==> src/rtl/wb_reg_bank_if.sv <==
// Pipelined Wishbone slave bundle used by wb_reg_bank.
// dat_w is master-to-slave write data; dat_r is slave-to-master read data.
interface wb_reg_bank_if #(
    parameter int unsigned ADDR_W = 4
);
    logic              cyc;
    logic              stb;
    logic [ADDR_W-1:0] adr;
    logic [3:0]        sel;
    logic              we;
    logic [31:0]       dat_w;
    logic              ack;
    logic              err;
    logic              rty;
    logic              stall;
    logic [31:0]       dat_r;

    modport master (
        output cyc, stb, adr, sel, we, dat_w,
        input  ack, err, rty, stall, dat_r
    );

    modport slave (
        input  cyc, stb, adr, sel, we, dat_w,
        output ack, err, rty, stall, dat_r
    );
endinterface

==> src/rtl/wb_reg_bank.sv <==
// Parametrised Wishbone register bank: NREGS 32-bit registers with byte-lane
// writes, read-only status registers, per-register write strobes and bus error.
module wb_reg_bank #(
    parameter int unsigned          NREGS     = 4,
    parameter int unsigned          ADDR_W    = 4,
    parameter logic [NREGS*32-1:0]  RESET_VAL = '0,
    parameter logic [NREGS-1:0]     RO_MASK   = '0
) (
    input  logic                clk_i,
    input  logic                rst_i,
    wb_reg_bank_if.slave        wb,
    output logic [NREGS*32-1:0] regs_o,
    input  logic [NREGS*32-1:0] regs_i,
    output logic [NREGS-1:0]    wr_strobe_o
);
    localparam int unsigned DW = 32;
    localparam int unsigned NB = DW / 8;

    logic              busy_q,   busy_d;
    logic              d0_vld_q, d0_vld_d;
    logic [ADDR_W-1:0] d0_adr_q, d0_adr_d;
    logic              d0_we_q,  d0_we_d;
    logic [NB-1:0]     d0_sel_q, d0_sel_d;
    logic [DW-1:0]     d0_dat_q, d0_dat_d;
    logic [DW-1:0]     regs_q [NREGS];
    logic [DW-1:0]     regs_d [NREGS];
    logic              ack_q,    ack_d;
    logic              err_q,    err_d;
    logic [DW-1:0]     dat_q,    dat_d;
    logic [NREGS-1:0]  strobe_q, strobe_d;

    logic              accept_c;
    logic              mapped_c;
    logic [NREGS-1:0]  hit_c;
    logic [DW-1:0]     rdata_c;

    assign accept_c = wb.cyc & wb.stb & ~busy_q;
    assign mapped_c = (32'(d0_adr_q) < NREGS);

    // Address decode and read mux; read-only slots return the live status input.
    always_comb begin
        hit_c   = '0;
        rdata_c = '0;
        for (int i = 0; i < int'(NREGS); i++) begin
            if (d0_vld_q && (d0_adr_q == ADDR_W'(i))) begin
                hit_c[i] = 1'b1;
                rdata_c  = RO_MASK[i] ? regs_i[DW*i +: DW] : regs_q[i];
            end
        end
    end

    always_comb begin
        busy_d   = busy_q;
        d0_vld_d = accept_c;
        d0_adr_d = d0_adr_q;
        d0_we_d  = d0_we_q;
        d0_sel_d = d0_sel_q;
        d0_dat_d = d0_dat_q;
        ack_d    = 1'b0;
        err_d    = 1'b0;
        dat_d    = dat_q;
        strobe_d = '0;
        for (int i = 0; i < int'(NREGS); i++) begin
            regs_d[i] = regs_q[i];
        end

        // Busy spans accept through the ack/err cycle, giving a 3-cycle turnaround.
        if (ack_q || err_q) begin
            busy_d = 1'b0;
        end
        if (accept_c) begin
            busy_d   = 1'b1;
            d0_adr_d = wb.adr;
            d0_we_d  = wb.we;
            d0_sel_d = wb.sel;
            d0_dat_d = wb.dat_w;
        end

        if (d0_vld_q) begin
            ack_d = mapped_c;
            err_d = ~mapped_c;
            if (!mapped_c) begin
                dat_d = '0;
            end else if (!d0_we_q) begin
                dat_d = rdata_c;
            end
        end

        for (int i = 0; i < int'(NREGS); i++) begin
            if (hit_c[i] && d0_we_q && !RO_MASK[i]) begin
                for (int b = 0; b < int'(NB); b++) begin
                    if (d0_sel_q[b]) begin
                        regs_d[i][8*b +: 8] = d0_dat_q[8*b +: 8];
                    end
                end
                strobe_d[i] = |d0_sel_q;
            end
        end
    end

    always_ff @(posedge clk_i or posedge rst_i) begin
        if (rst_i) begin
            busy_q   <= 1'b0;
            d0_vld_q <= 1'b0;
            d0_adr_q <= '0;
            d0_we_q  <= 1'b0;
            d0_sel_q <= '0;
            d0_dat_q <= '0;
            ack_q    <= 1'b0;
            err_q    <= 1'b0;
            dat_q    <= '0;
            strobe_q <= '0;
            for (int i = 0; i < int'(NREGS); i++) begin
                regs_q[i] <= RO_MASK[i] ? '0 : RESET_VAL[DW*i +: DW];
            end
        end else begin
            busy_q   <= busy_d;
            d0_vld_q <= d0_vld_d;
            d0_adr_q <= d0_adr_d;
            d0_we_q  <= d0_we_d;
            d0_sel_q <= d0_sel_d;
            d0_dat_q <= d0_dat_d;
            ack_q    <= ack_d;
            err_q    <= err_d;
            dat_q    <= dat_d;
            strobe_q <= strobe_d;
            for (int i = 0; i < int'(NREGS); i++) begin
                regs_q[i] <= regs_d[i];
            end
        end
    end

    always_comb begin
        regs_o = '0;
        for (int i = 0; i < int'(NREGS); i++) begin
            regs_o[DW*i +: DW] = regs_q[i];
        end
    end

    // Stall while a request is presented, except in the ack/err cycle.
    assign wb.stall    = wb.cyc & wb.stb & ~(ack_q | err_q);
    assign wb.ack      = ack_q;
    assign wb.err      = err_q;
    assign wb.rty      = 1'b0;
    assign wb.dat_r    = dat_q;
    assign wr_strobe_o = strobe_q;
endmodule

==> src/flat_wrapper.sv <==
// flat-port wrapper written by rule: the top's interface ports become plain ports
module wb_reg_bank_flat 
#(
    parameter int unsigned          NREGS     = 4,
    parameter int unsigned          ADDR_W    = 4,
    parameter logic [NREGS*32-1:0]  RESET_VAL = '0,
    parameter logic [NREGS-1:0]     RO_MASK   = '0
)
  (clk_i, rst_i, regs_o, regs_i, wr_strobe_o, wb_cyc, wb_stb, wb_adr, wb_sel, wb_we, wb_dat_w, wb_ack, wb_err, wb_rty, wb_stall, wb_dat_r);
  wb_reg_bank_if #(.ADDR_W(ADDR_W)) wb_i ();
  input  logic clk_i;
  input  logic rst_i;
  output logic [NREGS*32-1:0] regs_o;
  input  logic [NREGS*32-1:0] regs_i;
  output logic [NREGS-1:0] wr_strobe_o;
  input wire logic [$bits(wb_i.cyc)-1:0] wb_cyc;
  input wire logic [$bits(wb_i.stb)-1:0] wb_stb;
  input wire logic [$bits(wb_i.adr)-1:0] wb_adr;
  input wire logic [$bits(wb_i.sel)-1:0] wb_sel;
  input wire logic [$bits(wb_i.we)-1:0] wb_we;
  input wire logic [$bits(wb_i.dat_w)-1:0] wb_dat_w;
  output wire logic [$bits(wb_i.ack)-1:0] wb_ack;
  output wire logic [$bits(wb_i.err)-1:0] wb_err;
  output wire logic [$bits(wb_i.rty)-1:0] wb_rty;
  output wire logic [$bits(wb_i.stall)-1:0] wb_stall;
  output wire logic [$bits(wb_i.dat_r)-1:0] wb_dat_r;
  assign wb_i.cyc = wb_cyc;
  assign wb_i.stb = wb_stb;
  assign wb_i.adr = wb_adr;
  assign wb_i.sel = wb_sel;
  assign wb_i.we = wb_we;
  assign wb_i.dat_w = wb_dat_w;
  assign wb_ack = wb_i.ack;
  assign wb_err = wb_i.err;
  assign wb_rty = wb_i.rty;
  assign wb_stall = wb_i.stall;
  assign wb_dat_r = wb_i.dat_r;
  wb_reg_bank #(.NREGS(NREGS), .ADDR_W(ADDR_W), .RESET_VAL(RESET_VAL), .RO_MASK(RO_MASK)) u_core (.clk_i(clk_i), .rst_i(rst_i), .wb(wb_i), .regs_o(regs_o), .regs_i(regs_i), .wr_strobe_o(wr_strobe_o));
endmodule
==> config.mk <==
export PLATFORM = sky130hd
export DESIGN_NAME = wb_reg_bank_flat
export DESIGN_NICKNAME = d
export VERILOG_FILES = /design/src/rtl/wb_reg_bank_if.sv /design/src/rtl/wb_reg_bank.sv /design/src/flat_wrapper.sv
export SDC_FILE = /design/constraint.sdc
export NUM_CORES = 1
export LEC_CHECK = 0
export CAP_MARGIN = 10
export CORE_MARGIN = 2
export CORE_UTILIZATION = 44
export DETAILED_ROUTE_END_ITERATION = 8
export PLACE_DENSITY = 0.78
export SLEW_MARGIN = 5
export SYNTH_ARGS = -nofsm -noshare
export SYNTH_HDL_FRONTEND = slang
export SYNTH_SLANG_ARGS = --single-unit
==> constraint.sdc <==
create_clock -name clk_i -period 7.8 [get_ports clk_i]
set_input_delay 1.56 -clock clk_i [delete_from_list [all_inputs] [get_ports clk_i]]
set_output_delay 1.56 -clock clk_i [all_outputs]
set_load 0.02 [all_outputs]
# Word-level counts from Yosys, hierarchy flattened
# Index checks and enable logic that the tools add are counted.
# op_classes
bitwise_logic	7
eq_ne	4
magnitude_cmp	1
reduce_logical	29
n_mux	18
# ops
cell	count
two-way mux 32 bit	6
AND reduction 2 bit	17
two-way mux 1 bit	12
== test 4 x 2 -> 1 bit (second input constant)	2
logical AND 1 bit	8
== test 4 x 1 -> 1 bit (second input constant)	1
zero test 4 bit	1
< comparator 4 x 3 -> 1 bit (second input constant)	1
OR reduction 4 bit	1
AND 1 bit	3
inverter 1 bit	3
!= test 2 bit (second input constant)	1
nonzero test 2 bit	1
logical OR 1 bit	1
bitwise OR 1 bit	1
# totals
ff_bits	209
output_inout_bits	168

# Logic depth before layout (Yosys ltp)
# Gate-level depths: netlist (run 1).
# logic_depth
depth_word	8
mapped_depth	7
ltp_nobuf	3

# Least setup slack after synthesis (run 1)
# No wires, ideal clock.
# synth_timing
kind	input -> output
from	in wb_cyc
to	out wb_stall
arrival_ns	1.806
path_slack_ns	4.434
path_buffers	0
required_time_ns	6.240
cell_stages	1
cell_sequence	and3_1
# synth_via
elab_chain_len	2
# synth_rtl
item	line_no	text
from (decl)	flat_wrapper.sv:16	input wire logic [$bits(wb_i.cyc)-1:0] wb_cyc;
AND 1 bit (2 in a row)	wb_reg_bank.sv:141	assign wb.stall = wb.cyc & wb.stb & ~(ack_q | err_q);
to (decl)	flat_wrapper.sv:25	output wire logic [$bits(wb_i.stall)-1:0] wb_stall;
# Every way passes these cells.

# Worst setup path in the final report (run 1)
# Ends and elaborated chain as after synthesis.

==> impl_metrics.py, run 1 <==
metrics = {
    "run_status": {
        "status": "complete, no violations",
    },
    "synthesis": {
        "async_reset_ff_share_pct": 100,
        "yosys.area_share.simple_pct": 5.71,
        "synth_area_leaders": "dfrtp_1, mux2_2, o221ai_1",
        "syn-cell-area_um2": 8780,
        "synth_compound_area_share_pct": 7.10,
        "synth-seq-cells": 209,
        "synth_area_leader_cell": "dfrtp_1",
        "synthDistinctLibCells": 36,
        "synth_edf_count": 0,
        "synthMuxAreaShare_pct": 25.4,
        "synth_top_family_by_area": "multiplexers",
        "seq_area_frac_synth_pct": 59.6,
        "synthFlopType": "dfrtp_1",
        "synth_cells": 609,
        "synth_area_per_cell_um2": 14.4,
        "synth_warnings": 0,
        "yosysTopAreaCellShare_pct": 59.6,
        "synth_fp_nets": 782,
        "synth_adder_area_share_pct": 0,
        "synth_xor_area_share_pct": 0,
    },
    "sta": {
        "drv_slew": 0,
        "fin_crit_ns": 4.38,
        "worst_pin_slew_ns": 1.15,
        "final.period_utilization_pct": 56.2,
        "max_freq_mhz": 228,
        "setup_tns_ns": 0,
        "slew-limit-headroom_pct": 22.8,
        "finalHoldViolations": 0,
        "setup_violations": 0,
        "rsz0062_at_grt": "no",
        "skew_ns": 0.0115,
    },
    "grt": {
        "antenna_found_initial": 0,
        "track_usage_pct": 23.3,
        "grt_max_degree": 150,
        "grt_pass1_vias": 6352,
        "grt_overflow_total": 0,
        "grt_pass1_wl_um": 38500,
    },
    "final_layout": {
        "drive_gt1_share_pct": 31.1,
        "regArea_um2": 5230,
        "fin_nets": 984,
        "multiInputGateArea_um2": 3380,
        "final_util_pct": 60.9,
        "final_cells": 1092,
        "final.fill_count": 1530,
        "area_delta_synth_final_pct": 35.3,
        "mostFrequentLayoutCells": "clkdlybuf4s50_1, dfrtp_1, mux2_2",
        "antenna_cells": 0,
        "final_common_cell": "clkdlybuf4s50_1",
    },
    "power": {
        "p_comb_share_pct": 33.3,
        "powerDensity_nw_per_um2": 353,
        "swShare_pct": 34.9,
        "seqPwrFrac_pct": 41.1,
        "power_frac_clock_pct": 25.6,
        "p_int_mw": 2.74,
        "total_power_mw": 4.20,
        "switchingPower_mw": 1.46,
        "ir_worst_vdd_mv": 0.237,
        "p_leak_nw": 5.32,
    },
    "clocking": {
        "cts_buffers": 23,
        "cts_setup_buffers": 0,
        "clk_path_buf_depth": 3,
        "root_buffer": "clkbuf_16",
        "htreeDepth": 1,
        "cts_resized": 0,
        "cts.sinks": 209,
        "cts_hold_buf": 0,
        "cts_tree": "done",
        "clk_latency_ns": 0.51,
        "path_clk_slew_ns": 0.06,
    },
    "detailed_routing": {
        "drt_iter0_markers": 296,
        "drtPass1Iterations": 4,
        "postRouteAntennaNets": 0,
        "wl_per_cell_um": 22.6,
        "via_per_inst": 5.58,
        "vias": 6095,
        "drc": 0,
        "wirelength_um": 24700,
    },
    "placement": {
        "port_buffers": 211,
        "place_congestion": 0.785,
        "place_inst": 1051,
        "dpl.hpwl_um": 15600,
    },
    "floorplan": {
        "die_x_um": 145,
        "io_pins": 341,
        "die_h_um": 145,
        "start_util_pct": 45.0,
        "die-area_um2": 21100,
        "core_um2": 19500,
        "rows": 51,
    },
    "setup_path": {
        "path_class": "in -> out",
        "crit_path_end_kind": "output pin",
        "required_ns": 6.24,
        "cp.arrival_ns": 2.82,
        "worstSetupStartpointType": "input port",
        "critPathMaxFanout": 2,
    },
    "flow_run": {
        "drv_cap": 0,
    },
    "hold_path": {
        "hold_class": "reg -> reg",
    },
}
-- area by class of cell --
cell class / instances / share of cell area [%]
repair buffers: 219 / 18.3
clock inverters: 12 / 0.958
well taps: 265 / 2.79
flip-flops and latches: 209 / 44.0
clock buffers: 29 / 5.29
inverters: 4 / 0.190
multi-input cells: 354 / 28.5
-- worst paths after layout --
check | cells after the start | end | slack (ns) | from
max | 3 | wb_stall | 3.42 | wb_cyc
min | 1 | u_core.wb.dat_r[10]$_DFFE_PP0P_ | 0.49 | u_core.wb.dat_r[10]$_DFFE_PP0P_
max reg2reg | 3 | u_core.regs_o[81]$_DFFE_PP0P_ | 4.99 | u_core.d0_vld_q$_DFF_PP0_
min reg2reg | 1 | u_core.wb.dat_r[10]$_DFFE_PP0P_ | 0.49 | u_core.wb.dat_r[10]$_DFFE_PP0P_
max in group asynchronous | 3 | u_core.regs_o[120]$_DFFE_PP0P_ | 4.80 | rst_i
min in group asynchronous | 2 | u_core.regs_o[98]$_DFFE_PP0P_ | 1.65 | rst_i
-- metal layers --
layer	routed length, um	global-route usage (%)	part of all wire [%]	vias up
met3	2270	7.30	9.2	32
met2	11100	36.1	45	235
met4	416	4.56	1.7	0
met1	10900	32.8	44	3133
li1	-	-	-	2695
met5	0	0	0	-
-- sequential cells by signal (all words and copies together) (netlist names) --
signal,count
u_core.d0_dat_q,32
u_core.wb.err,1
u_core.busy_q,1
u_core.wr_strobe_o,4
u_core.regs_o,128
u_core.d0_vld_q,1
u_core.wb.dat_r,32
u_core.d0_we_q,1
u_core.wb.ack,1
u_core.d0_adr_q,4
u_core.d0_sel_q,4
-- cell usage after synthesis (4+ instances only) --
library cell	n
a32o_1	4
o221ai_1	27
o31a_1	4
mux2_2	196
or3_1	5
a21oi_1	4
nand2_1	10
o22ai_1	5
nor3_4	4
nand3_1	13
o2bb2ai_1	27
nand3b_1	5
dfrtp_1	209
buf_1	4
inv_1	4
nor3_1	27
buf_2	10
clkbuf_1	26
-- critical path, stage by stage --
cell and delay (ns):
clkdlybuf4s50_1 0.47, and3_1 0.15, clkdlybuf4s50_1 0.64
-- metrics by stage --
step,instance area [um2],hold slack (ns),setup slack (ns)
after floorplan,8780,0.438,0.531
after global placement,11100,0.456,3.42
after detailed placement,11100,0.473,3.41
after CTS,11900,0.487,3.41
after global routing,11900,0.511,3.36
final,11900,0.487,3.42
-- power by group through the flow --
stage,Combinational [mW],Sequential [mW],Clock [mW]
floorplan,0.586,1.87,0
global placement,1.38,1.73,0
detailed placement,1.40,1.74,0
CTS,1.41,1.72,1.10
global route,1.48,1.78,1.14
finish,1.40,1.73,1.07
-- cell families (layout without fill, tap and decap cells) --
family / Yosys count / in the layout
muxes: 198 / 198
and+or+nand+nor: 81 / 81
AOI/OAI and AO/OA: 74 / 74
buffers and inverters: 46 / 264
other: 1 / 1
DFF: 209 / 209
No activity file was read; power rests on OpenSTA's default activity.
==> run 2: changes to the inputs <==
--- a/config.mk
+++ b/config.mk
@@ -7,9 +7,9 @@
 export LEC_CHECK = 0
 export CAP_MARGIN = 10
 export CORE_MARGIN = 2
-export CORE_UTILIZATION = 44
+export CORE_UTILIZATION = 40
 export DETAILED_ROUTE_END_ITERATION = 8
-export PLACE_DENSITY = 0.78
+export PLACE_DENSITY = 0.74
 export SLEW_MARGIN = 5
 export SYNTH_ARGS = -nofsm -noshare
 export SYNTH_HDL_FRONTEND = slang
==> constraint.sdc (replaced) <==
create_clock -name clk_i -period 3.8 [get_ports clk_i]
set_input_delay 0.76 -clock clk_i [delete_from_list [all_inputs] [get_ports clk_i]]
set_output_delay 0.76 -clock clk_i [all_outputs]
set_load 0.02 [all_outputs]
==> impl_metrics.py, run 2 (synthesis gave the netlist of run 1 again) <==
metrics = {
    "setup_path": {
        "rr_worst_depth": 3,
        "path_class": "in -> out",
        "required_ns": 3.04,
        "cp.arrival_ns": 1.98,
        "worstSetupStartpointType": "input port",
        "reg2reg_slack_ns": 1.15,
        "critPathMaxFanout": 2,
        "crit_path_end_kind": "output pin",
    },
    "final_layout": {
        "largest_register_ffs": 128,
        "fin_nets": 989,
        "antenna_cells": 0,
        "drive_gt1_share_pct": 30.7,
        "mostFrequentLayoutCells": "clkdlybuf4s50_1, dfrtp_1, mux2_2",
        "area_delta_synth_final_pct": 35.7,
        "final_util_pct": 55.0,
        "final.fill_count": 1819,
        "final_area_um2": 11900,
        "final_common_cell": "clkdlybuf4s50_1",
    },
    "sta": {
        "finalHoldViolations": 0,
        "drv_slew": 0,
        "worst_pin_slew_ns": 0.766,
        "slew-limit-headroom_pct": 49.0,
        "skew_ns": 0.0217,
        "fin_crit_ns": 2.74,
        "worst_slack_ns": 1.06,
        "setup_violations": 0,
        "rsz0062_at_grt": "no",
        "setup_tns_ns": 0,
        "max_freq_mhz": 365,
        "final.period_utilization_pct": 72.1,
    },
    "power": {
        "power_frac_clock_pct": 24.7,
        "powerDensity_nw_per_um2": 716,
        "swShare_pct": 35.2,
        "seqPwrFrac_pct": 41.9,
        "p_int_mw": 5.53,
        "switchingPower_mw": 3.00,
        "p_leak_nw": 5.32,
        "ir_worst_vdd_mv": 0.510,
        "total_power_mw": 8.53,
        "p_comb_share_pct": 33.4,
    },
    "floorplan": {
        "start_util_pct": 40.5,
        "die_h_um": 152,
        "die-area_um2": 23200,
        "die_x_um": 152,
        "rows": 54,
        "io_pins": 341,
        "core_um2": 21700,
    },
    "grt": {
        "grt_pass1_wl_um": 39200,
        "track_usage_pct": 21.4,
        "grt_max_degree": 106,
        "grt_overflow_total": 0,
        "grt_pass1_vias": 6475,
        "antenna_found_initial": 0,
    },
    "hold_path": {
        "min_path_cells": 2,
        "hold_class": "reg -> reg",
    },
    "run_status": {
        "status": "complete, no violations",
    },
    "clocking": {
        "htreeDepth": 1,
        "cts_buffers": 24,
        "root_buffer": "clkbuf_16",
        "path_clk_slew_ns": 0.06,
        "cts.sinks": 209,
        "cts_resized": 0,
        "cts_hold_buf": 0,
        "clk_latency_ns": 0.52,
        "cts_setup_buffers": 0,
        "clk_path_buf_depth": 3,
        "cts_tree": "done",
    },
    "detailed_routing": {
        "drt_iter0_markers": 263,
        "drtPass1Iterations": 4,
        "vias": 6007,
        "drc": 0,
        "postRouteAntennaNets": 0,
        "wl_per_cell_um": 22.4,
        "via_per_inst": 5.41,
        "wirelength_um": 24900,
    },
    "placement": {
        "pre_cts_slack_ns": 1.06,
        "place_congestion": 0.779,
        "dpl.hpwl_um": 15700,
        "port_buffers": 211,
        "placed_cell_area_um2": 11200,
    },
    "flow_run": {
        "drv_cap": 0,
    },
}
run 2: changes by cell type in the layout (fill, tap and decap cells not counted), sizes merged:
cell / before / now
clkbuf: 29 / 35
clkinv: 9 / 5
buf: 8 / 12
clkinvlp: 0 / 1
bufinv: 2 / 0
inv: 5 / 4
run 2: worst paths after layout:
path,end,from
max,wb_stall,wb_cyc
max in group asynchronous,u_core.regs_o[19]$_DFFE_PP0P_,rst_i
min,u_core.busy_q$_DFFE_PP0P_,u_core.busy_q$_DFFE_PP0P_
max reg2reg,u_core.regs_o[77]$_DFFE_PP0P_,u_core.d0_adr_q[0]$_DFFE_PP0P_
min in group asynchronous,u_core.wb.dat_r[1]$_DFFE_PP0P_,rst_i
min reg2reg,u_core.busy_q$_DFFE_PP0P_,u_core.busy_q$_DFFE_PP0P_
run 2: power groups by stage:
stage | logic (mW) | registers [mW] | clock network [mW]
final | 2.85 | 3.57 | 2.11
after floorplan | 1.20 | 3.84 | 0
after detailed placement | 2.87 | 3.59 | 0
after global routing | 3.03 | 3.69 | 2.25
after global placement | 2.83 | 3.59 | 0
after CTS | 2.89 | 3.57 | 2.17
run 2: routing by layer:
| metal | part of all wire (%) | GRT usage, % | wire (um) |
|---|---|---|---|
| met4 | 2.0 | 4.85 | 505 |
| met1 | 44 | 29.6 | 11000 |
| met2 | 46 | 33.8 | 11400 |
| met5 | 0 | 0 | 0 |
| met3 | 7.9 | 6.03 | 1960 |
run 2: worst max-delay path: stages:
cell and delay (ns):
clkdlybuf4s50_1 0.47, and3_1 0.15, clkdlybuf4s50_1 0.59
run 2: stage by stage:
stage | cells | hold slack, ns
after floorplan | 609 | 0.438
after global placement | 1070 | 0.457
after detailed placement | 1070 | 0.458
after CTS | 1111 | 0.471
after global routing | 1111 | 0.492
final | 1111 | 0.470
run 2: cell type report:
type                    instances  area (um2)  area share [%]
well taps                     280         350            2.94
multi-input cells             354        3380            28.4
repair buffers                223        2230            18.7
clock buffers                  35         662            5.55
inverters                       4        18.8           0.157
clock inverters                 6        47.5           0.399
flip-flops and latches        209        5230            43.9
==> run 3: changes to the inputs <==
==> constraint.sdc (replaced) <==
create_clock -name clk_i -period 2.3 [get_ports clk_i]
set_input_delay 0.46 -clock clk_i [delete_from_list [all_inputs] [get_ports clk_i]]
set_output_delay 0.46 -clock clk_i [all_outputs]
set_load 0.02 [all_outputs]
==> impl_metrics.py, run 3 (synthesis gave the netlist of run 1 again) <==
metrics = {
    "detailed_routing": {
        "drtPass1Iterations": 5,
        "wl_per_cell_um": 22.3,
        "postRouteAntennaNets": 0,
        "via_per_inst": 5.49,
        "wirelength_um": 25600,
        "vias": 6294,
        "drc": 0,
        "drt_iter0_markers": 274,
    },
    "sta": {
        "setup_violations": 0,
        "drv_slew": 0,
        "hold_ws_ns": 0.250,
        "rsz0062_at_grt": "no",
        "slew-limit-headroom_pct": 59.7,
        "fin_crit_ns": 2.10,
        "worst_slack_ns": 0.205,
        "skew_ns": 0.0214,
        "finalHoldViolations": 0,
        "final.period_utilization_pct": 91.1,
        "max_freq_mhz": 477,
        "worst_pin_slew_ns": 0.599,
        "setup_tns_ns": 0,
    },
    "clocking": {
        "clk_path_buf_depth": 3,
        "cts_setup_buffers": 0,
        "clk_latency_ns": 0.52,
        "cts_tree": "done",
        "cts_resized": 0,
        "root_buffer": "clkbuf_16",
        "path_clk_slew_ns": 0.06,
        "cts_hold_buf": 0,
        "cts_buffers": 23,
        "htreeDepth": 1,
        "cts.sinks": 209,
    },
    "setup_path": {
        "required_ns": 2.70,
        "cp.arrival_ns": 2.49,
        "worstSetupStartpointType": "flip-flop",
        "crit_path_end_kind": "flip-flop",
        "max_stage_delay_ns": 0.48,
        "path_class": "reg -> reg",
        "critPathMaxFanout": 14,
        "cp_slowest_cell": "dfrtp_2",
        "crit_path_cell_trace": "buf_4 > and3b_1 > nand3_1 > mux2_2",
    },
    "floorplan": {
        "start_util_pct": 40.5,
        "die_x_um": 152,
        "io_pins": 341,
        "rows": 54,
        "die-area_um2": 23200,
        "core_um2": 21700,
        "die_h_um": 152,
    },
    "grt": {
        "grt_max_degree": 77,
        "antenna_found_initial": 0,
        "grt_pass1_vias": 6646,
        "grt_pass1_wl_um": 40500,
        "track_usage_pct": 22.1,
        "grt_overflow_total": 0,
    },
    "final_layout": {
        "largest_register_ffs": 128,
        "fin_nets": 1024,
        "mostFrequentLayoutCells": "clkdlybuf4s50_1, dfrtp_1, mux2_2, buf_4",
        "final_util_pct": 56.6,
        "final_common_cell": "clkdlybuf4s50_1",
        "antenna_cells": 0,
        "drive_gt1_share_pct": 33.8,
        "area_delta_synth_final_pct": 39.8,
    },
    "placement": {
        "dpl.hpwl_um": 16700,
        "port_buffers": 211,
        "pre_cts_slack_ns": 0.162,
        "place_congestion": 0.815,
    },
    "run_status": {
        "status": "complete, no violations",
    },
    "power": {
        "p_leak_nw": 5.54,
        "total_power_mw": 14.4,
        "ir_worst_vdd_mv": 0.761,
        "powerDensity_nw_per_um2": 1170,
    },
    "hold_path": {
        "hold_class": "in -> async",
    },
    "flow_run": {
        "drv_cap": 0,
    },
}
## run 3: changes by cell type in the layout (fill, tap and decap cells not counted), sizes merged
cell,change
buf,+36
clkinv,-2
bufinv,+1
clkdlybuf4s50,-1
dlymetal6s2s,+1
## run 3: through the flow
stage	cells	cell area [um2]
2_1_floorplan	609	8790
3_3_place_gp	1106	11500
3_5_place_dp	1106	11500
4_1_cts	1146	12300
5_1_grt	1146	12300
6_report	1146	12300
## run 3: layer usage
layer | vias up | GRT usage (%) | share of wire [%]
li1 | 2775 | - | -
met1 | 3265 | 30.7 | 44
met2 | 218 | 35.2 | 47
met3 | 36 | 5.52 | 7.3
met4 | 0 | 5.30 | 2.2
met5 | - | 0 | 0
## run 3: layout make-up
cell class,instances,area [um2]
clock inverters,5,53.8
inverters,4,18.8
clock buffers,35,681
fillers,1783,9410
flip-flops and latches,209,5230
well taps,280,350
repair buffers,259,2560
multi-input cells,354,3380
## run 3: final timing paths
| kind | start | to | slack, ns | depth (start not counted) |
|---|---|---|---|---|
| worst max-delay path | u_core.d0_adr_q[1]$_DFFE_PP0P_ | u_core.regs_o[98]$_DFFE_PP0P_ | 0.20 | 4 |
| worst min-delay path | rst_i | u_core.wb.dat_r[1]$_DFFE_PP0P_ | 0.25 | 2 |
| worst max register to register | u_core.d0_adr_q[1]$_DFFE_PP0P_ | u_core.regs_o[98]$_DFFE_PP0P_ | 0.20 | 4 |
| worst min register to register | u_core.busy_q$_DFFE_PP0P_ | u_core.busy_q$_DFFE_PP0P_ | 0.48 | 2 |
| max in group asynchronous | rst_i | u_core.d0_dat_q[18]$_DFFE_PP0P_ | 1.33 | 3 |
| min in group clk_i | u_core.busy_q$_DFFE_PP0P_ | u_core.busy_q$_DFFE_PP0P_ | 0.48 | 2 |
## run 3: power by group
group | switching (mW) | leakage [nW] | internal [mW] | total [mW]
logic | 2.51 | 2.37 | 2.49 | 5.00
registers | 1.04 | 2.81 | 4.77 | 5.81
clock network | 1.44 | 0.364 | 2.14 | 3.58
total | 4.98 | 5.54 | 9.40 | 14.4
## run 3: critical path: cells and delay by family (launching register included)
family | cells | cell delay [ns]
buffers and inverters | 1 | 0.28
flip-flops | 1 | 0.48
AND/OR/NAND/NOR | 2 | 0.76
multiplexers | 1 | 0.45
==> RTL edit 1, RTL diff (flow settings as in run 1) <==
`ADDR_W` is set to 4 in 3 places; all go to 2.
--- a/src/rtl/wb_reg_bank_if.sv
+++ b/src/rtl/wb_reg_bank_if.sv
@@ -3,3 +3,3 @@
 interface wb_reg_bank_if #(
-    parameter int unsigned ADDR_W = 4
+    parameter int unsigned ADDR_W = 2
 );
--- a/src/rtl/wb_reg_bank.sv
+++ b/src/rtl/wb_reg_bank.sv
@@ -4,3 +4,3 @@
     parameter int unsigned          NREGS     = 4,
-    parameter int unsigned          ADDR_W    = 4,
+    parameter int unsigned          ADDR_W    = 2,
     parameter logic [NREGS*32-1:0]  RESET_VAL = '0,
--- a/src/flat_wrapper.sv
+++ b/src/flat_wrapper.sv
@@ -4,3 +4,3 @@
     parameter int unsigned          NREGS     = 4,
-    parameter int unsigned          ADDR_W    = 4,
+    parameter int unsigned          ADDR_W    = 2,
     parameter logic [NREGS*32-1:0]  RESET_VAL = '0,
Interface: changed (resized wb_adr); port bits go from 341 to 339. The function was not compared with the original's and may differ.
==> RTL edit 1 against run 1 <==
First-iteration DRC count shrank 22%. Sequential cell count is 3 lower. Synthesized cell count decreased by 5.9%. Critical endpoint unchanged. Hold slack gained 0.0069 ns. Area after synthesis decreased by 3.9%. Wire length is 9.4% lower. Die area down 3.8%. Final area shrank 3.6%. Worst setup slack better by 0.0040 ns.
Power is not compared: it rests on default switching activity, and its combinational part moved more than twofold at a synthesized area within 25%.
==> RTL edit 1: results (changes against run 1) <==
| Metric | Value |
|---|---|
| Critical R2R Launch | `u_core.d0_we_q$_DFFE_PP0P_ (was u_core.d0_vld_q$_DFF_PP0_)` |
| Tightest Hold Check Type | `register to register (unchanged)` |
| Largest stage delay on the critical path | `0.60 ns (was 0.64 ns)` |
| Register area | `5160 um^2 (was 5230 um^2)` |
| Largest vdd supply drop | `0.127 mV` |
| Final hold slack | `0.494 ns (was 0.487 ns)` |
| Largest net degree at the start of global routing | `88 (was 150)` |
| R2r setup slk | `5.19 ns (was 4.99 ns)` |
| Iteration-0 DRC Markers | `232 (was 296)` |
| Vias | `5,620 (was 6,095)` |
| Final wirelength | `22.4 mm (was 24.7 mm)` |
| Crit path DAT | `2.82 ns (about the same)` |
| # nets final | `950 (was 984)` |
| Global-route wire length before repair | `34.7 mm (was 38.5 mm)` |
| Initial antenna violation count | `1 (was 0)` |
| Top post-synthesis cells by area | `dfrtp_1 61%, mux2_2 22%, mux2i_1 7.6% (was dfrtp_1 60%, mux2_2 25%, o221ai_1 2.7%)` |
| TritonCTS Buffers | `22 (was 23)` |
| Layout cells sized above 1 | `0.279 (was 0.311)` |
| Routability congestion estimate from global placement | `0.791 (was 0.785)` |
| Distinct cells, synth | `21 (was 36)` |
| DP HPWL | `14.2 mm (was 15.6 mm)` |
| Most instantiated cells after synthesis | `206 x dfrtp_1, 167 x mux2_2, 64 x mux2i_1 (was 209 x dfrtp_1, 196 x mux2_2, 27 x nor3_1, 27 x o221ai_1, 27 x o2bb2ai_1)` |
| Max_slew headroom | `0.337 (was 0.228)` |
| I/O Buffers | `208 (was 211)` |
| Critical hold path startpoint | `u_core.wb.dat_r[13]$_DFFE_PP0P_ (was u_core.wb.dat_r[10]$_DFFE_PP0P_)` |
| CP max FO | `2 (unchanged)` |
| Clk_skew | `0.00875 ns (was 0.0115 ns)` |
| Worst-skew pair later-pin latency | `0.49 ns (was 0.51 ns)` |
| Yosys warning count | `0 (unchanged)` |
| Status | `finished, final reports clean (unchanged)` |
| Seq/Total Area, Yosys | `0.611 (was 0.596)` |
| Vias in the first global route | `6,007 (was 6,352)` |
| Filler instances | `1,418 (was 1,530)` |
| Total global-route track usage | `0.221 (was 0.233)` |
-- RTL edit 1: worst paths after layout --
path | depth (start not counted) | to
worst max-delay path | 4 | wb_stall
worst min-delay path | 2 | u_core.wb.dat_r[13]$_DFFE_PP0P_
worst max register to register | 3 | u_core.wb.dat_r[16]$_DFFE_PP0P_
worst min register to register | 2 | u_core.wb.dat_r[13]$_DFFE_PP0P_
max in group asynchronous | 3 | u_core.d0_adr_q[0]$_DFFE_PP0P_
min in group asynchronous | 2 | u_core.regs_o[122]$_DFFE_PP0P_
-- RTL edit 1: cells by family (layout without fill, tap and decap cells) --
kind of cell    Yosys count  count (layout)  synth area share
buf+inv                  35             254            0.0185
simple gates             67              67            0.0377
other cells               1               3          0.000444
compound gates           33              33            0.0338
flops                   206             206             0.611
mux                     231             231             0.299
-- RTL edit 1: metrics by stage --
step / cells / cell area [um^2] / setup slack (ns)
finish: 1028 / 11500 / 3.42
floorplan: 574 / 8440 / 0.616
global route: 1027 / 11500 / 3.37
detailed placement: 989 / 10700 / 3.41
CTS: 1027 / 11500 / 3.40
global placement: 989 / 10700 / 3.43
-- RTL edit 1: worst max-delay path: cells and delay by family --
family | cells | cell delay (ns)
buf+inv | 2 | 1.11
simple gates | 2 | 0.15
-- RTL edit 1: metal layers --
layer  share of wire  up-vias  global-route usage  wire [um]
met4           0.013        2              0.0542        302
met1            0.42     2879               0.292       9440
met5         0.00067        -                   0         15
met3           0.084       27              0.0599       1880
li1                -     2492                   -          -
met2            0.48      220               0.363      10700
-- RTL edit 1: final cells by class --
cell class	count	area share
clock buffers	35	0.0594
diodes	1	0.000218
well taps	234	0.0256
flip-flops and latches	206	0.450
repair buffers	213	0.185
inverters	3	0.00164
multi-input cells	333	0.274
clock inverters	3	0.00382
-- RTL edit 1: power by group through the flow --
stage                     Combinational (mW)  Sequential (mW)  Clock (mW)
after detailed placement              0.0470             1.09           0
final                                 0.0454             1.07        1.04
after floorplan                       0.0178             1.09           0
after global placement                0.0454             1.09           0
after global routing                  0.0517             1.07        1.11
after CTS                             0.0472             1.07        1.06
==> RTL edit 2, RTL diff (config.mk and constraints of run 1) <==
Without the edit above. `dat_q` no longer has a reset.
--- a/src/rtl/wb_reg_bank.sv
+++ b/src/rtl/wb_reg_bank.sv
@@ -110,3 +110,2 @@
             err_q    <= 1'b0;
-            dat_q    <= '0;
             strobe_q <= '0;
@@ -124,3 +123,2 @@
             err_q    <= err_d;
-            dat_q    <= dat_d;
             strobe_q <= strobe_d;
@@ -130,2 +128,6 @@
         end
+    end
+
+    always_ff @(posedge clk_i) begin
+        dat_q <= dat_d;
     end
Formal check against the unedited RTL: not equivalent (a bounded check fails within 10 cycles, from zero or initial values and one cycle with rst_i high; the reset may be asserted at any time).
==> RTL edit 2 against run 1 <==
Area after synthesis is 1.8% higher. Final area is 1.2% higher. Sequential cell count stayed put. Critical path type unchanged. First-iteration DRC count is 29% lower. Wire length is 1.2% lower. Maximum frequency is 0.94% higher. Hold slack worse by 0.0014 ns. Sequential power hardly changed. Synthesized cell count is 4.3% lower. Power is 7.1% lower. Worst setup slack better by 0.041 ns.
==> RTL edit 2: results (changes against run 1) <==
| Metric | Value |
|---|---|
| Tightest Pin Transition | `1.15 ns (about the same)` |
| Layout cells sized above 1 | `0.193 (was 0.311)` |
| Clk root buf | `clkbuf_16 (unchanged)` |
| Total global-route track usage | `0.228 (was 0.233)` |
| CP max FO | `2 (unchanged)` |
| Distinct cells, synth | `41 (was 36)` |
| CTS Buffer Depth | `3 (unchanged)` |
| Post-synth ARST share | `0.847 (was 1.00)` |
| Worst-skew pair later-pin latency | `0.49 ns (was 0.51 ns)` |
| DR pass1 iterations | `4 (unchanged)` |
| NetSw | `1.26 mW (was 1.46 mW)` |
| H-tree depth | `1 (unchanged)` |
| Final wirelength | `24.4 mm (was 24.7 mm)` |
| Top post-synthesis cells by area | `dfrtp_1 50%, edfxtp_1 11%, mux2_2 8.9% (was dfrtp_1 60%, mux2_2 25%, o221ai_1 2.7%)` |
| Seq/Total Area, Yosys | `0.603 (was 0.596)` |
| TritonCTS Buffers | `22 (was 23)` |
| Vias in the first global route | `6,309 (was 6,352)` |
| I/O Buffers | `211 (unchanged)` |
| Status | `finished, final reports clean (unchanged)` |
| Postcts setup bufs | `0 (unchanged)` |
| Most instantiated cells after synthesis | `177 x dfrtp_1, 71 x mux2_2, 66 x mux2_1 (was 209 x dfrtp_1, 196 x mux2_2, 27 x nor3_1, 27 x o221ai_1, 27 x o2bb2ai_1)` |
| Leak Pwr | `5.30 nW (was 5.32 nW)` |
| Routability congestion estimate from global placement | `0.776 (was 0.785)` |
| Largest net degree at the start of global routing | `93 (was 150)` |
| Synth Net Count | `756 (was 782)` |
| # nets final | `956 (was 984)` |
| Iteration-0 DRC Markers | `209 (was 296)` |
| Global-route wire length before repair | `38.0 mm (was 38.5 mm)` |
| Crit path DAT | `2.78 ns (was 2.82 ns)` |
| Clock transition at path regs | `0.06 ns (about the same)` |
| Yosys warning count | `0 (unchanged)` |
| Placement Setup Slack | `3.46 ns (was 3.41 ns)` |
| Tightest Hold Check Type | `register to register (unchanged)` |
| Largest vdd supply drop | `0.210 mV (was 0.237 mV)` |
| DP HPWL | `16.1 mm (was 15.6 mm)` |
| Vias | `5,915 (was 6,095)` |
| Number of synthesized flops with an enable pin | `32 (was 0)` |
| Max FFs per register | `128 (unchanged)` |
| Filler instances | `1,515 (was 1,530)` |
| Clk_skew | `0.0106 ns (was 0.0115 ns)` |
| Initial antenna violation count | `1 (was 0)` |
[RTL edit 2: cell types whose count changed in the layout (fill, tap and decap cells not counted), moves of 25 or more]
cell | before | now
mux2_4 | 0 | 32
mux2_2 | 196 | 71
mux2i_1 | 2 | 32
dfrtp_1 | 207 | 176
o2bb2ai_1 | 27 | 0
nor3_1 | 27 | 2
o221ai_1 | 27 | 0
edfxtp_1 | 0 | 32
mux2_1 | 0 | 66
[RTL edit 2: kinds of logic after synthesis]
group           after synthesis  share of synthesized area
compound gates               49                     0.0455
other cells                   1                   0.000419
mux                         201                      0.262
simple gates                 80                     0.0662
flops                       209                      0.603
buf+inv                      43                     0.0231
[RTL edit 2: power by group through the flow]
stage	logic [mW]	registers [mW]	clock network [mW]
finish	1.09	1.73	1.08
global route	1.15	1.78	1.15
CTS	1.10	1.73	1.10
detailed placement	1.10	1.75	0
global placement	1.07	1.71	0
floorplan	0.506	1.79	0
[RTL edit 2: through the flow]
stage | cell area (um^2) | util | instances | hold slack [ns]
floorplan | 8940 | - | 583 | 0.438
global placement | 11300 | 0.561 | 1029 | 0.460
detailed placement | 11300 | 0.561 | 1029 | 0.489
CTS | 12000 | 0.598 | 1069 | 0.503
global route | 12000 | 0.598 | 1069 | 0.518
finish | 12000 | 0.598 | 1070 | 0.486
[RTL edit 2: final cells by class]
cell class / instances / share of cell area
multi-input cells: 331 / 0.281
flip-flops and latches: 209 / 0.449
diodes: 1 / 0.000208
well taps: 270 / 0.0281
clock buffers: 34 / 0.0538
clock inverters: 6 / 0.00843
repair buffers: 216 / 0.179
inverters: 3 / 0.00135
[RTL edit 2: per-layer routing]
metal	part of all wire	wire, um	vias to the layer above	track usage
met3	0.092	2250	34	0.0663
met4	0.020	481	0	0.0597
met2	0.47	11400	269	0.370
li1	-	-	2577	-
met1	0.42	10300	3035	0.304
met5	0	0	-	0
[RTL edit 2: worst max-delay path, cell delays in order]
cell and delay, ns:
clkdlybuf4s50_1 0.47, and3_1 0.15, clkdlybuf4s50_1 0.60
[RTL edit 2: final timing paths]
path	from	end	slack [ns]	cells past startpoint
min in group asynchronous	rst_i	u_core.busy_q$_DFFE_PP0P_	1.60	2
max reg2reg	u_core.d0_adr_q[0]$_DFFE_PP0P_	u_core.regs_o[123]$_DFFE_PP0P_	4.95	3
min reg2reg	u_core.busy_q$_DFFE_PP0P_	u_core.busy_q$_DFFE_PP0P_	0.49	2
max in group asynchronous	rst_i	u_core.regs_o[117]$_DFFE_PP0P_	4.52	3
max	wb_cyc	wb_stall	3.46	3
min	u_core.busy_q$_DFFE_PP0P_	u_core.busy_q$_DFFE_PP0P_	0.49	2
